[src/rtl/or1200_keccak_ctrl.sv]
// Keccak custom-instruction sequencer: packs CPU words into 64-bit core beats with padding
// requests, throttles on core back-pressure, and serves the captured digest word by word.
module or1200_keccak_ctrl #(
   parameter int OUT_WORDS = 16
) (
   input  logic                   clk,
   input  logic                   reset_n,
   input  logic                   cmd_valid,
   input  logic [2:0]             cmd_op,
   input  logic [31:0]            cmd_data,
   input  logic [2:0]             cmd_bytes,
   input  logic [3:0]             cmd_idx,
   output logic                   cmd_stall,
   output logic [31:0]            rd_data,
   output logic                   busy,
   output logic                   done,
   output logic                   core_reset,
   output logic [63:0]            core_in,
   output logic [2:0]             core_byte_num,
   output logic                   core_in_ready,
   output logic                   core_is_last,
   input  logic                   core_buffer_full,
   input  logic [OUT_WORDS*32-1:0] core_out,
   input  logic                   core_out_ready
);

   localparam logic [2:0] OP_INIT       = 3'd0;
   localparam logic [2:0] OP_WRITE      = 3'd1;
   localparam logic [2:0] OP_WRITE_LAST = 3'd2;
   localparam logic [2:0] OP_READ       = 3'd3;

   typedef enum logic [2:0] {
      ST_IDLE  = 3'd0,
      ST_LO    = 3'd1,
      ST_HI    = 3'd2,
      ST_FLUSH = 3'd3,
      ST_WAIT  = 3'd4,
      ST_DONE  = 3'd5
   } state_t;

   state_t                 state_q, state_d;
   logic [31:0]            hold_q, hold_d;
   logic [OUT_WORDS*32-1:0] digest_q, digest_d;
   logic                   done_q, done_d;
   logic                   busy_q, busy_d;
   logic [31:0]            rd_data_q, rd_data_d;
   logic                   core_reset_q, core_reset_d;
   logic [63:0]            core_in_q, core_in_d;
   logic [2:0]             byte_num_q, byte_num_d;
   logic                   in_ready_q, in_ready_d;
   logic                   is_last_q, is_last_d;

   logic                   stall_s;
   logic                   accept_s;
   logic                   is_init_s, is_wr_s, is_wl_s, is_rd_s;
   logic [2:0]             bytes_s;
   logic [31:0]            read_word_s;

   // Back-pressure: writes wait for the core, and nothing but INIT/NOP passes while a digest is owed
   always_comb begin
      stall_s = 1'b0;
      case (cmd_op)
         OP_WRITE, OP_WRITE_LAST: begin
            case (state_q)
               ST_LO, ST_HI:     stall_s = core_buffer_full | in_ready_q;
               ST_FLUSH, ST_WAIT: stall_s = 1'b1;
               default:          stall_s = 1'b0;
            endcase
         end
         OP_READ: stall_s = (state_q == ST_FLUSH) || (state_q == ST_WAIT);
         default: stall_s = 1'b0;
      endcase
   end

   assign accept_s  = cmd_valid & ~stall_s;
   assign is_init_s = accept_s && (cmd_op == OP_INIT);
   assign is_wr_s   = accept_s && (cmd_op == OP_WRITE);
   assign is_wl_s   = accept_s && (cmd_op == OP_WRITE_LAST);
   assign is_rd_s   = accept_s && (cmd_op == OP_READ);
   assign bytes_s   = (cmd_bytes > 3'd4) ? 3'd4 : cmd_bytes;

   // Digest word select; word 0 is the most significant slice
   always_comb begin
      read_word_s = 32'h0;
      for (int w = 0; w < OUT_WORDS; w++) begin
         if (int'(cmd_idx) == w) begin
            read_word_s = digest_q[(OUT_WORDS-1-w)*32 +: 32];
         end else begin
            read_word_s = read_word_s;
         end
      end
   end

   // Next-state and registered-output logic
   always_comb begin
      state_d      = state_q;
      hold_d       = hold_q;
      digest_d     = digest_q;
      done_d       = done_q;
      busy_d       = busy_q;
      rd_data_d    = rd_data_q;
      core_reset_d = 1'b0;
      core_in_d    = 64'h0;
      byte_num_d   = 3'd0;
      in_ready_d   = 1'b0;
      is_last_d    = 1'b0;
      if (is_init_s) begin
         core_reset_d = 1'b1;
         hold_d       = 32'h0;
         digest_d     = '0;
         done_d       = 1'b0;
         busy_d       = 1'b1;
         rd_data_d    = 32'h0;
         state_d      = ST_LO;
      end else begin
         case (state_q)
            ST_LO: begin
               if (is_wr_s) begin
                  hold_d  = cmd_data;
                  state_d = ST_HI;
               end else if (is_wl_s) begin
                  core_in_d  = {cmd_data, 32'h0};
                  byte_num_d = bytes_s;
                  in_ready_d = 1'b1;
                  is_last_d  = 1'b1;
                  state_d    = ST_WAIT;
               end else if (is_rd_s) begin
                  rd_data_d = 32'h0;
               end else begin
                  state_d = ST_LO;
               end
            end
            ST_HI: begin
               if (is_wr_s) begin
                  core_in_d  = {hold_q, cmd_data};
                  in_ready_d = 1'b1;
                  state_d    = ST_LO;
               end else if (is_wl_s) begin
                  core_in_d  = {hold_q, cmd_data};
                  in_ready_d = 1'b1;
                  // A full final beat leaves the padding for an empty trailing beat
                  if (bytes_s == 3'd4) begin
                     state_d = ST_FLUSH;
                  end else begin
                     byte_num_d = 3'd4 + bytes_s;
                     is_last_d  = 1'b1;
                     state_d    = ST_WAIT;
                  end
               end else if (is_rd_s) begin
                  rd_data_d = 32'h0;
               end else begin
                  state_d = ST_HI;
               end
            end
            ST_FLUSH: begin
               if (!core_buffer_full && !in_ready_q) begin
                  in_ready_d = 1'b1;
                  is_last_d  = 1'b1;
                  state_d    = ST_WAIT;
               end else begin
                  state_d = ST_FLUSH;
               end
            end
            ST_WAIT: begin
               if (core_out_ready) begin
                  digest_d = core_out;
                  busy_d   = 1'b0;
                  done_d   = 1'b1;
                  state_d  = ST_DONE;
               end else begin
                  state_d = ST_WAIT;
               end
            end
            ST_DONE: begin
               if (is_rd_s) begin
                  rd_data_d = read_word_s;
               end else begin
                  rd_data_d = rd_data_q;
               end
            end
            ST_IDLE: begin
               if (is_rd_s) begin
                  rd_data_d = 32'h0;
               end else begin
                  rd_data_d = rd_data_q;
               end
            end
            default: state_d = ST_IDLE;
         endcase
      end
   end

   // State and output registers
   always_ff @(posedge clk or negedge reset_n) begin
      if (!reset_n) begin
         state_q      <= ST_IDLE;
         hold_q       <= 32'h0;
         digest_q     <= '0;
         done_q       <= 1'b0;
         busy_q       <= 1'b0;
         rd_data_q    <= 32'h0;
         core_reset_q <= 1'b0;
         core_in_q    <= 64'h0;
         byte_num_q   <= 3'd0;
         in_ready_q   <= 1'b0;
         is_last_q    <= 1'b0;
      end else begin
         state_q      <= state_d;
         hold_q       <= hold_d;
         digest_q     <= digest_d;
         done_q       <= done_d;
         busy_q       <= busy_d;
         rd_data_q    <= rd_data_d;
         core_reset_q <= core_reset_d;
         core_in_q    <= core_in_d;
         byte_num_q   <= byte_num_d;
         in_ready_q   <= in_ready_d;
         is_last_q    <= is_last_d;
      end
   end

   assign cmd_stall     = stall_s;
   assign rd_data       = rd_data_q;
   assign busy          = busy_q;
   assign done          = done_q;
   assign core_reset    = core_reset_q;
   assign core_in       = core_in_q;
   assign core_byte_num = byte_num_q;
   assign core_in_ready = in_ready_q;
   assign core_is_last  = is_last_q;

endmodule
[config.mk]
export PLATFORM = sky130hd
export DESIGN_NAME = or1200_keccak_ctrl
export DESIGN_NICKNAME = d
export VERILOG_FILES = /design/src/rtl/or1200_keccak_ctrl.sv
export SDC_FILE = /design/constraint.sdc
export NUM_CORES = 1
export LEC_CHECK = 0
export ABC_AREA = 1
export BUFFER_PORTS_ARGS = -buffer_cell sky130_fd_sc_hd__buf_2
export CAP_MARGIN = 10
export CORE_ASPECT_RATIO = 0.9
export CORE_UTILIZATION = 42
export CTS_CLUSTER_SIZE = 10
export DETAILED_ROUTE_END_ITERATION = 8
export PLACE_DENSITY = 0.65
export SLEW_MARGIN = 20
export SYNTH_ARGS = -nofsm -noshare
export SYNTH_HDL_FRONTEND = slang
export SYNTH_SLANG_ARGS = --single-unit
[constraint.sdc]
create_clock -name clk -period 2.3 [get_ports clk]
set_clock_uncertainty 0.1 [all_clocks]
set_input_delay 0.46 -clock clk [delete_from_list [all_inputs] [get_ports clk]]
set_output_delay 0.46 -clock clk [all_outputs]
set_load 0.03 [all_outputs]
==> metrics.csv, run 1 <==
metric,value,unit
row_count,89,
p_leak,20.9,nW
syn_nets,3472,
grt_max_degree,85,
synth-main-ff-cell,dfrtp_1,
yosys_register_bits,651,
timing.critical_path.to_type,flop,
synth_common_cells,"nand2_1, dfrtp_1, a22o_1, inv_1, o21ai_0",
area_growth,51.1,%
rsz0062_at_grt,true,
clock_path_buffers,3,
antenna_found_initial,34,
min_period,2.42,ns
regArea,0.0163,mm^2
synth_top_area_share,58.6,%
wirelength,118000,um
worstPathArrival,2.85,ns
final_area,0.0420,mm^2
vdd_ir_drop_max,800,uV
synth_most_common_cell,nand2_1,
die_area,0.0672,mm^2
finalNetCount,4775,
crit_path_max_incr_delay,0.44,ns
groute.usage.overall,33.5,%
cts_tree,built,
path_common_cell,nand2_2,
ioPinCount,664,
place_area,0.0336,mm^2
drc,0,
critPathKind,reg -> reg,
post_drt_wl_per_cell,23.0,um
synth_top_area_cell,dfrtp_1,
yosysUniqueCellTypes,32,
p_per_area,993,mW/mm^2
port-buffer-count,663,
worstPathMaxFanout,31,
timing.final.crit_share,105,%
hpwlAfterDp,76000,um
async_flop_share,100,%
reg2reg_slack,-0.12,ns
setup_slack,-0.125,ns
synthAdderAreaFrac,0,%
synth_xor_area_share,0,%
netlist_area,0.0278,mm^2
fmax,412,MHz
core_area,0.0655,mm^2
slew_violations,0,
clk_latency,0.61,ns
drv_cap,0,
final-setup-viol-count,307,
ys_top_cells_by_area,"dfrtp_1, a22o_1, nand2_1",
worstMarginPinSlew,0.571,ns
die_w,273,um
synth-compound-area-share,17.3,%
outcome,"complete, but fails checks",
synth_simple_gate_area_share,15.8,%
cts_buffers,76,
drive_above_1_share,26.3,%
fillers,5025,
syn_area_per_cell,9.54,um^2
cts_sinks,651,
fin_setup_tns,-13.66,ns
avgViaCountPerCell,5.49,
hold_path_class,in -> reg,
yosysSeqAreaShare,58.6,%
dr_total_vias,28100,
gp_congestion,0.940,
htree_levels,3,
first_iter_violations,2876,
yosys_warnings,0,
start_util,42.4,%
relSlewSlack,61.9,%
cp.required,2.73,ns
critPathSlowestCell,dfrtp_2,
synth_enable_flop_cells,0,
fin_util,64.1,%
place_worst_setup_slack,-0.396,ns
synthCells,2913,
final_hold_viol_count,0,
cp-start-kind,flop,
root_buffer,clkbuf_16,
violations,negative setup slack,
crit_path_cell_trace,nor2_4 -> nand2_2 -> nand2_2 -> nand3_2 -> nand2_2 -> nand2_2 -> nand2_2 -> inv_4 -> nand3_4 -> nand2_8 -> buf_12 -> buf_12 -> inv_16 -> buf_12 -> a22o_1,
synthMuxAreaShare,0,%
synth_top_family_by_area,compound AO/OA/AOI/OAI gates,
path_clk_slew,0.05,ns
overflow,0,
postRouteAntennaNets,0,
first_pass_iters,8,
grt_pass1_vias,28700,
fin_hold_ws,0.0203,ns
grt_first_pass_wirelength,170000,um
die_h,246,um
multiInputGateArea,0.00959,mm^2
-- area by class of cell --
type                       count  area share, %
antenna                       28          0.167
clock buffer                  88           4.88
clock inverter                 6          0.143
inverter                     318           2.96
multi-input combinational   1757           22.8
sequential                   651           38.8
tap                          864           2.57
timing repair buffer        1410           27.6
timing repair inverter         2         0.0655
-- flip-flops by register name, indices dropped and copies added, names as in the netlist, 3 cells and up --
name           count
core_byte_num      3
digest_q         512
rd_data           32
hold_q            32
core_in           64
state_q            3
-- worst max-delay path: cells and delay by family (launching register included) --
kind                   cells  cell delay [ns]
buffers and inverters      5             0.74
DFF                        1             0.44
and+or+nand+nor            9             0.80
AOI/OAI and AO/OA          1             0.22
-- cell families after synthesis --
family	count (synthesis)
compound gates	681
simple gates	1076
buf+inv	505
flops	651
-- metal layers --
layer	routed length [um]	global-route usage [%]	part of all wire, %
met4	8310	21.8	7.1
met1	44600	42.1	38
met3	10600	8.14	9.0
met2	54000	51.8	46
met5	149	0	0.13
-- metrics by stage --
stage	total power, mW	std cells
6_report	41.7	5124
5_1_grt	43.7	5114
4_1_cts	40.6	5060
3_5_place_dp	28.7	4470
3_3_place_gp	28.5	4470
2_1_floorplan	24.6	2913
-- final timing paths --
| path | from | to | cells past startpoint |
|---|---|---|---|
| max | state_q[1] | digest_q[415] | 15 |
| min | core_out[201] | digest_q[201] | 3 |
| max reg2reg | state_q[1] | digest_q[415] | 15 |
| min reg2reg | rd_data[26] | rd_data[26] | 2 |
| max in group asynchronous | reset_n | core_in[43] | 3 |
| min in group asynchronous | reset_n | digest_q[102] | 2 |
-- where the power goes --
group	total (mW)	leakage, nW	switching (mW)	internal [mW]
Sequential	18.9	8.28	2.59	16.3
Clock	10.9	1.04	4.64	6.22
Combinational	12.0	11.6	6.06	5.92
Total	41.7	20.9	13.3	28.4
-- cells in the final DEF (no fill, tap or decap), types with 3 or more instances in the layout --
cell and instances:
nand2_1 667, buf_2 661, dfrtp_1 650, dlygate4sd3_1 490, a22o_1 349, inv_1 303
nor2_1 181, o21ai_0 169, buf_4 136, clkbuf_16 94, nand4_1 84, buf_12 63
nand3_1 62, o22ai_1 61, a21oi_1 49, nand2_2 31, o21ai_1 30, diode_2 28
buf_6 24, o21ai_2 17, nand2_4 16, buf_8 11, buf_16 10, inv_2 9
nor2_2 9, nor3_1 8, nor2_4 6, clkbuf_1 5, clkbuf_8 4, nand3_2 3
nand3_4 3, a31oi_1 3, clkinv_8 3
-- what timing repair did --
| action | in CTS | in global routing |
|---|---|---|
| hold buffers | 484 | 6 |
| pin swaps | 6 | 9 |
| endpoints found under the setup margin | 283 | 558 |
| gates cloned | 3 | 20 |
| setup buffers | 10 | 14 |
| endpoints found under the hold margin | 527 | 6 |
| resized for setup | 14 | 187 |
(Power assumes the default switching activity.)
==> inputs of run 2 (changes only) <==
--- a/config.mk
+++ b/config.mk
@@ -8,10 +8,10 @@
 export ABC_AREA = 1
 export BUFFER_PORTS_ARGS = -buffer_cell sky130_fd_sc_hd__buf_2
 export CAP_MARGIN = 10
-export CORE_ASPECT_RATIO = 0.9
-export CORE_UTILIZATION = 42
+export CORE_AREA = 2 2 259 261
 export CTS_CLUSTER_SIZE = 10
 export DETAILED_ROUTE_END_ITERATION = 8
+export DIE_AREA = 0 0 261 263
 export PLACE_DENSITY = 0.65
 export SLEW_MARGIN = 20
 export SYNTH_ARGS = -nofsm -noshare
==> metrics.csv, run 2 (synthesized netlist as in run 1, its figures left out) <==
metric,value,unit
violations,negative setup slack,
antenna_found_initial,36,
worstPathMaxFanout,4,
drc,0,
worstMarginPinSlew,0.799,ns
final_hold_viol_count,0,
dr_total_vias,28500,
place_area,0.0334,mm^2
ioPinCount,664,
grt_max_degree,81,
registers.top_by_ff_count,digest_q,
area_growth,52.2,%
vdd_ir_drop_max,773,uV
min_period,2.43,ns
die_h,263,um
post_drt_wl_per_cell,24.2,um
htree_levels,3,
finalNetCount,4785,
cts_sinks,651,
cp-start-kind,flop,
grt_pass1_vias,28400,
path_common_cell,nand2_2,
hold_path_class,in -> reg,
timing.final.crit_share,106,%
first_iter_violations,3585,
p_per_area,1000,mW/mm^2
fmax,412,MHz
row_count,94,
groute.usage.overall,33.6,%
p_leak,21.0,nW
setup_slack,-0.130,ns
worstPathArrival,1.87,ns
path_buf_inv,3,
die_area,0.0686,mm^2
critPathKind,reg -> out,
reg2reg_slack,-0.07,ns
mostFrequentLayoutCell,nand2_1,
rsz0062_at_grt,true,
root_buffer,clkbuf_16,
fillers,5025,
outcome,"complete, but fails checks",
cts_tree,built,
critPathSlowestCell,dfrtp_2,
final_area,0.0423,mm^2
avgViaCountPerCell,5.55,
largest_register_ffs,512,
drive_above_1_share,26.1,%
overflow,0,
crit_path_cell_trace,nor2_2 -> nand2_1 -> nand2_2 -> nand3_2 -> nand2_2 -> nand2_2 -> buf_6 -> inv_4 -> buf_6,
path_delay_family,simple AND/OR/NAND/NOR gates,
layout_common_cells,"nand2_1, buf_2, dfrtp_1",
path_clk_slew,0.05,ns
clock_path_buffers,3,
grt_first_pass_wirelength,174000,um
dp_cells,4448,
relSlewSlack,46.5,%
cts_buffers,77,
power,42.5,mW
final-setup-viol-count,32,
port-buffer-count,663,
cp.required,1.74,ns
wirelength,124000,um
instances_no_fill,5138,
die_w,261,um
gp_congestion,0.942,
core_area,0.0656,mm^2
hpwlAfterDp,79300,um
first_pass_iters,5,
crit_path_max_incr_delay,0.44,ns
drv_cap,0,
slew_violations,0,
clk_latency,0.63,ns
timing.critical_path.to_type,output pin,
start_util,42.3,%
postRouteAntennaNets,0,
==> run 2: final timing paths <==
path	from	end	cells past startpoint
max	state_q[1]	cmd_stall	9
min	core_out[182]	digest_q[182]	3
max reg2reg	state_q[1]	rd_data[0]	16
min reg2reg	rd_data[5]	rd_data[5]	2
max in group asynchronous	reset_n	core_byte_num[1]	3
min in group asynchronous	reset_n	core_in[11]	2
==> run 2: area by class of cell <==
cell class / instances / area (um^2) / share of cell area (%)
sequential: 651 / 16300 / 38.5
timing repair buffer: 1414 / 11800 / 27.9
multi-input combinational: 1757 / 9570 / 22.6
clock buffer: 87 / 1980 / 4.69
inverter: 318 / 1260 / 2.97
tap: 864 / 1080 / 2.56
clock inverter: 11 / 154 / 0.364
timing repair inverter: 7 / 98.8 / 0.234
antenna: 29 / 72.6 / 0.172
==> run 2: metal layers <==
metal | wire (um) | GRT usage, % | up-vias
met4 | 7620 | 17.3 | 24
met5 | 154 | 0 | -
li1 | - | - | 12400
met2 | 57100 | 52.6 | 1928
met1 | 46700 | 43.0 | 13700
met3 | 12800 | 8.57 | 524
==> run 2: worst min-delay path, delay by kind of cell <==
family,cells,cell delay (ns)
simple gates,1,0.06
buf+inv,1,0.09
compound gates,1,0.06
==> run 2: power by group <==
part | switching, mW | internal (mW)
registers | 2.81 | 16.3
clock network | 4.81 | 6.21
logic | 6.34 | 6.04
==> run 2: what timing repair did <==
action | CTS | global route
buffers inserted | 9 | 10
hold buffers | 501 | 1
endpoints found under the hold margin | 533 | 1
resized for setup | 30 | 180
cloned | 3 | 43
setup endpoints to repair | 296 | 330
pin swaps | 8 | 110
==> run 2: stage by stage <==
stage | setup TNS [ns] | hold slack [ns] | utilization [%] | setup slack [ns]
6_report | -1.22 | 0.00115 | 64.4 | -0.130
5_1_grt | -21.28 | 0.00350 | 64.4 | -0.217
4_1_cts | -0.227 | 0.000254 | 62.2 | -0.131
3_5_place_dp | -136.42 | 0.293 | 50.9 | -0.466
3_3_place_gp | -132.35 | 0.292 | 50.9 | -0.429
2_1_floorplan | 0 | 0.0644 | - | 0.159
